File: src/rtl/trace_arbiter.sv
// Merges level-held trace elements from two trackers into one ordered stream:
// edge-detect per source, 1-entry slot per source, round-robin into a show-ahead FIFO.
module trace_arbiter #(
  parameter int TRACE_WIDTH = 128,
  parameter int FIFO_DEPTH  = 8,
  parameter int CNT_WIDTH   = 16
) (
  input  logic                           clk,
  input  logic                           rst,
  input  logic                           src0_ready_i,
  input  logic [TRACE_WIDTH-1:0]         src0_data_i,
  input  logic                           src1_ready_i,
  input  logic [TRACE_WIDTH-1:0]         src1_data_i,
  output logic                           trace_valid_o,
  output logic [TRACE_WIDTH-1:0]         trace_data_o,
  input  logic                           trace_ready_i,
  output logic [$clog2(FIFO_DEPTH):0]    fifo_count_o,
  output logic [CNT_WIDTH-1:0]           drop_count_o,
  output logic                           overflow_o
);

  localparam int AW = $clog2(FIFO_DEPTH);
  localparam int CW = AW + 1;

  logic [1:0]             src_ready;
  logic [TRACE_WIDTH-1:0] src_data [2];
  logic [1:0]             prev_ready_q;
  logic [TRACE_WIDTH-1:0] prev_data_q [2];
  logic [1:0]             slot_vld_q;
  logic [TRACE_WIDTH-1:0] slot_data_q [2];
  logic [1:0]             new_elem;
  logic [1:0]             drop;
  logic [1:0]             grant;
  logic                   prio_q, prio_d;

  logic [TRACE_WIDTH-1:0] mem [FIFO_DEPTH];
  logic [AW-1:0]          wr_ptr_q, wr_ptr_d, rd_ptr_q, rd_ptr_d;
  logic [CW-1:0]          count_q, count_d;
  logic [TRACE_WIDTH-1:0] head_q, head_d;
  logic [CNT_WIDTH-1:0]   drop_q, drop_d;
  logic [CNT_WIDTH:0]     drop_sum;
  logic                   ovf_q;
  logic                   pop, push, full, can_grant;
  logic [TRACE_WIDTH-1:0] push_data;

  assign src_ready   = {src1_ready_i, src0_ready_i};
  assign src_data[0] = src0_data_i;
  assign src_data[1] = src1_data_i;

  assign pop       = (count_q != '0) && trace_ready_i;
  assign full      = (count_q == CW'(FIFO_DEPTH));
  assign can_grant = !full || pop;
  assign grant[0]  = can_grant && slot_vld_q[0] && (!slot_vld_q[1] || !prio_q);
  assign grant[1]  = can_grant && slot_vld_q[1] && (!slot_vld_q[0] ||  prio_q);
  assign push      = |grant;
  assign push_data = grant[0] ? slot_data_q[0] : slot_data_q[1];

  generate
    for (genvar gi = 0; gi < 2; gi++) begin : g_src
      assign new_elem[gi] = src_ready[gi] &&
                            (!prev_ready_q[gi] || (src_data[gi] != prev_data_q[gi]));
      // A slot being granted this cycle is free to take the new element.
      assign drop[gi] = new_elem[gi] && slot_vld_q[gi] && !grant[gi];

      always_ff @(posedge clk) begin
        if (rst) begin
          prev_ready_q[gi] <= 1'b0;
          prev_data_q[gi]  <= '0;
          slot_vld_q[gi]   <= 1'b0;
          slot_data_q[gi]  <= '0;
        end else begin
          prev_ready_q[gi] <= src_ready[gi];
          prev_data_q[gi]  <= src_data[gi];
          if (new_elem[gi] && !drop[gi]) begin
            slot_vld_q[gi]  <= 1'b1;
            slot_data_q[gi] <= src_data[gi];
          end else if (grant[gi]) begin
            slot_vld_q[gi]  <= 1'b0;
          end
        end
      end
    end
  endgenerate

  always_comb begin
    prio_d   = (&slot_vld_q && push) ? ~prio_q : prio_q;
    wr_ptr_d = push ? wr_ptr_q + AW'(1) : wr_ptr_q;
    rd_ptr_d = pop  ? rd_ptr_q + AW'(1) : rd_ptr_q;
    count_d  = count_q;
    case ({push, pop})
      2'b10:   count_d = count_q + CW'(1);
      2'b01:   count_d = count_q - CW'(1);
      default: count_d = count_q;
    endcase
    // Head register tracks the next head; it holds its value once the FIFO drains.
    head_d = head_q;
    if (count_d != '0) begin
      if (push && (wr_ptr_q == rd_ptr_d)) head_d = push_data;
      else                                head_d = mem[rd_ptr_d];
    end
    drop_sum = {1'b0, drop_q} + (CNT_WIDTH+1)'(drop[0]) + (CNT_WIDTH+1)'(drop[1]);
    drop_d   = drop_sum[CNT_WIDTH] ? '1 : drop_sum[CNT_WIDTH-1:0];
  end

  always_ff @(posedge clk) begin
    if (push) mem[wr_ptr_q] <= push_data;
  end

  always_ff @(posedge clk) begin
    if (rst) begin
      prio_q   <= 1'b0;
      wr_ptr_q <= '0;
      rd_ptr_q <= '0;
      count_q  <= '0;
      head_q   <= '0;
      drop_q   <= '0;
      ovf_q    <= 1'b0;
    end else begin
      prio_q   <= prio_d;
      wr_ptr_q <= wr_ptr_d;
      rd_ptr_q <= rd_ptr_d;
      count_q  <= count_d;
      head_q   <= head_d;
      drop_q   <= drop_d;
      if (|drop) ovf_q <= 1'b1;
    end
  end

  assign trace_valid_o = (count_q != '0);
  assign trace_data_o  = head_q;
  assign fifo_count_o  = count_q;
  assign drop_count_o  = drop_q;
  assign overflow_o    = ovf_q;

endmodule

File: config.mk
export PLATFORM = sky130hd
export DESIGN_NAME = trace_arbiter
export DESIGN_NICKNAME = d
export VERILOG_FILES = /design/src/rtl/trace_arbiter.sv
export SDC_FILE = /design/constraint.sdc
export NUM_CORES = 2
export LEC_CHECK = 0
export CAP_MARGIN = 5
export CORE_MARGIN = 10
export CORE_UTILIZATION = 40
export DETAILED_ROUTE_END_ITERATION = 8
export PLACE_DENSITY = 0.54
export SLEW_MARGIN = 20
export SYNTH_ARGS = -nofsm -noshare
export SYNTH_HDL_FRONTEND = slang
export SYNTH_SLANG_ARGS = --single-unit
File: constraint.sdc
create_clock -name clk -period 39 [get_ports clk]
set_input_delay 3.9 -clock clk [delete_from_list [all_inputs] [get_ports clk]]
set_output_delay 3.9 -clock clk [all_outputs]
set_load 0.03 [all_outputs]
==> flow_metrics.py <==
metrics = {
    "run_status": {
        "outcome": "finished clean",
    },
    "timing": {
        "post-route-period-util": 0.2300,
        "final_hold_viol_count": 0,
        "setup_viol": 0,
        "max_clock_freq_ghz": 0.1115,
        "rsz0062_at_grt": "false",
        "setup_slack_ps": 30030,
        "slew_violations": 0,
        "worstMarginPinSlew_ps": 1146,
        "fin_worst_skew_ps": 27.68,
        "tns_ps": 0,
        "layout_min_cycle_time_ps": 8971,
        "maxSlewHeadroom": 0.2363,
    },
    "detailed_routing": {
        "wl_per_cell_um": 29.22,
        "vias": 42750,
        "vias_per_cell": 5.510,
        "ant_nets": 0,
        "routed_wl_um": 226700,
        "dr.pass1.iters": 5,
        "drc": 0,
        "drtIter0Drc": 4169,
    },
    "clock_tree": {
        "clock_path_buffers": 3,
        "holdBufCountCts": 0,
        "clkSlewWorstSetupHoldPaths_ps": 60,
        "cts_tree": "built",
        "cts_root_buf": "clkbuf_16",
        "cts_made_buffers": 178,
        "h-tree-depth": 4,
        "post_cts_buffers": 0,
        "clk_latency_ps": 810,
        "cts_resized": 0,
        "cts.sinks": 1696,
    },
    "pwr": {
        "vdd_drop_max_mv": 0.04781,
        "p_int_uw": 3608,
        "power_uw": 5573,
        "cellLeakagePower_uw": 0.02767,
        "power_frac_comb": 0.307,
        "p_per_area_nw_per_um2": 70.81,
        "power.switching_uw": 1965,
        "swShare": 0.3526,
        "pwr-share-clk": 0.297,
        "seq_power_share": 0.396,
    },
    "synthesis": {
        "ys_ff_latch": 1696,
        "yosysUniqueCellTypes": 67,
        "yosysSeqAreaShare": 0.7017,
        "ys.flop_type": "edfxtp_1",
        "synthArstFlopShare": 0,
        "synth_edf_count": 1280,
        "synth.largest_area_cell": "edfxtp_1",
        "yosysWarnings": 0,
        "syn_nets": 5309,
        "ys_top_cells_by_area": "edfxtp_1 58%, dfxtp_1 12%, nand2_1 4.3%, nand3_1 2.9%, nor2b_1 2.5%",
        "netlist_top_cells_count": "1,280 x edfxtp_1, 762 x nand2_1, 416 x dfxtp_1",
        "post_synth_instance_area_um2": 66650,
        "yosysMostFrequentCell": "edfxtp_1",
        "yosysTopAreaCellShare": 0.5767,
        "syn_inst": 5040,
        "synth_area_per_cell_um2": 13.22,
    },
    "placement": {
        "place_inst": 7404,
        "preCtsSetupSlack_ps": 29270,
        "dp_hpwl_um": 145900,
        "port_buffers": 410,
        "gp_congestion": 0.9176,
    },
    "floorplan": {
        "die_area_um2": 183300,
        "start_util": 0.4030,
        "core_area_um2": 165400,
        "dieHeight_um": 428.2,
        "die_w_um": 428.2,
        "boundaryPins": 411,
        "placementRows": 149,
    },
    "global_route": {
        "grt_pass1_vias": 41440,
        "grt_max_degree": 149,
        "grt_usage": 0.2385,
        "grt-ovfl-total": 0,
        "antenna_found_initial": 39,
        "grt_first_pass_wirelength_um": 318100,
    },
    "final_layout": {
        "area_growth_pct": 18.08,
        "fin_nets": 5664,
        "drive_gt1_frac": 0.09176,
        "final_core_util": 0.4759,
        "n_fill_cell": 14630,
        "ff_latch_area_um2": 46760,
        "multi_input_area_um2": 18460,
        "final-instance-count-excl-fill": 7758,
    },
    "worst_setup_path": {
        "worstPathRequired_ps": 39690,
        "start_kind": "primary input",
        "arrival_ps": 9660,
        "cp-end-kind": "flip-flop",
        "critPathKind": "primary input to flip-flop",
        "r2r_setup_slack_ps": 32810,
        "cp_max_fo": 78,
    },
    "job": {
        "drv_cap": 0,
    },
    "worst_hold_path": {
        "min_path_type": "flip-flop to flip-flop",
    },
}
==> logic make-up after synthesis <==
group / after synthesis / share of synthesized area
fa+ha+maj: 8 / 0.001727
mux: 283 / 0.04600
xor+xnor: 195 / 0.02583
compound gates: 367 / 0.04607
flops: 1696 / 0.7017
simple gates: 2105 / 0.1548
buf+inv: 386 / 0.02388
==> area by class of cell <==
cell class / instances / area share
multi-input combinational: 2958 / 0.2345
tap: 2189 / 0.03480
sequential: 1696 / 0.5943
antenna: 22 / 0.0006996
timing repair buffer: 492 / 0.06036
clock inverter: 90 / 0.008983
inverter: 69 / 0.003291
clock buffer: 242 / 0.06306
==> cells in the final DEF, fill, tap and decap left out, types with 31 or more instances in the layout <==
| cell | n |
|---|---|
| a311oi_1 | 124 |
| a32oi_1 | 124 |
| and2_1 | 260 |
| buf_4 | 80 |
| clkbuf_1 | 44 |
| clkbuf_16 | 184 |
| clkdlybuf4s50_1 | 409 |
| clkinv_1 | 31 |
| clkinv_2 | 38 |
| dfxtp_1 | 416 |
| edfxtp_1 | 1280 |
| inv_1 | 67 |
| mux2_2 | 136 |
| mux2i_1 | 141 |
| nand2_1 | 762 |
| nand3_1 | 382 |
| nand4_1 | 163 |
| nor2_1 | 191 |
| nor2b_1 | 262 |
| xnor2_1 | 116 |
| xor2_1 | 76 |
==> power groups by stage <==
| stage | combinational (uW) | sequential (uW) | clock [uW] |
|---|---|---|---|
| 6_report | 1710 | 2210 | 1650 |
| 3_5_place_dp | 1710 | 2250 | 0 |
| 4_1_cts | 1720 | 2210 | 1680 |
| 5_1_grt | 1840 | 2220 | 1750 |
| 2_1_floorplan | 1030 | 2330 | 0 |
| 3_3_place_gp | 1700 | 2250 | 0 |
==> per-layer routing <==
layer / up-vias / track usage / routed length (um)
li1: 19120 / - / -
met5: - / 0 / 56
met4: 10 / 0.1165 / 11960
met3: 368 / 0.03417 / 13240
met2: 1564 / 0.3986 / 109800
met1: 21690 / 0.3034 / 91640
==> path summary, 6_finish.rpt <==
kind                                       start          endpoint  cells after the start
worst max register to register   fifo_count_o[0]  trace_data_o[54]                     12
worst min register to register  trace_data_o[30]  trace_data_o[30]                      2
worst min-delay path            trace_data_o[30]  trace_data_o[30]                      2
worst max-delay path               trace_ready_i  trace_data_o[54]                     13
==> per-stage QoR <==
stage / hold slack, ps / cell area [um2]
global route: 510.3 / 78680
detailed placement: 492.0 / 72970
floorplan: 491.9 / 66650
CTS: 500.5 / 78640
finish: 494.2 / 78690
global placement: 485.4 / 72970
==> flip-flops by register name, indices dropped and copies added (netlist names) <==
register	cells
slot_vld_q	2
mem	1024
trace_data_o	128
drop_count_o	16
fifo_count_o	4
prev_ready_q	2
rd_ptr_q	3
overflow_o	1
slot_data_q	256
prio_q	1
wr_ptr_q	3
prev_data_q	256
==> critical path: stages <==
cell and delay [ps]:
clkdlybuf4s50_1 580, o41ai_4 170, inv_2 270, xnor2_2 160, buf_4 590, buf_4 690
buf_4 710, buf_4 690, buf_4 880, mux2i_1 190, a32oi_1 190, nand4_1 110
a311oi_1 310
Power figures use the tool's default switching activity.
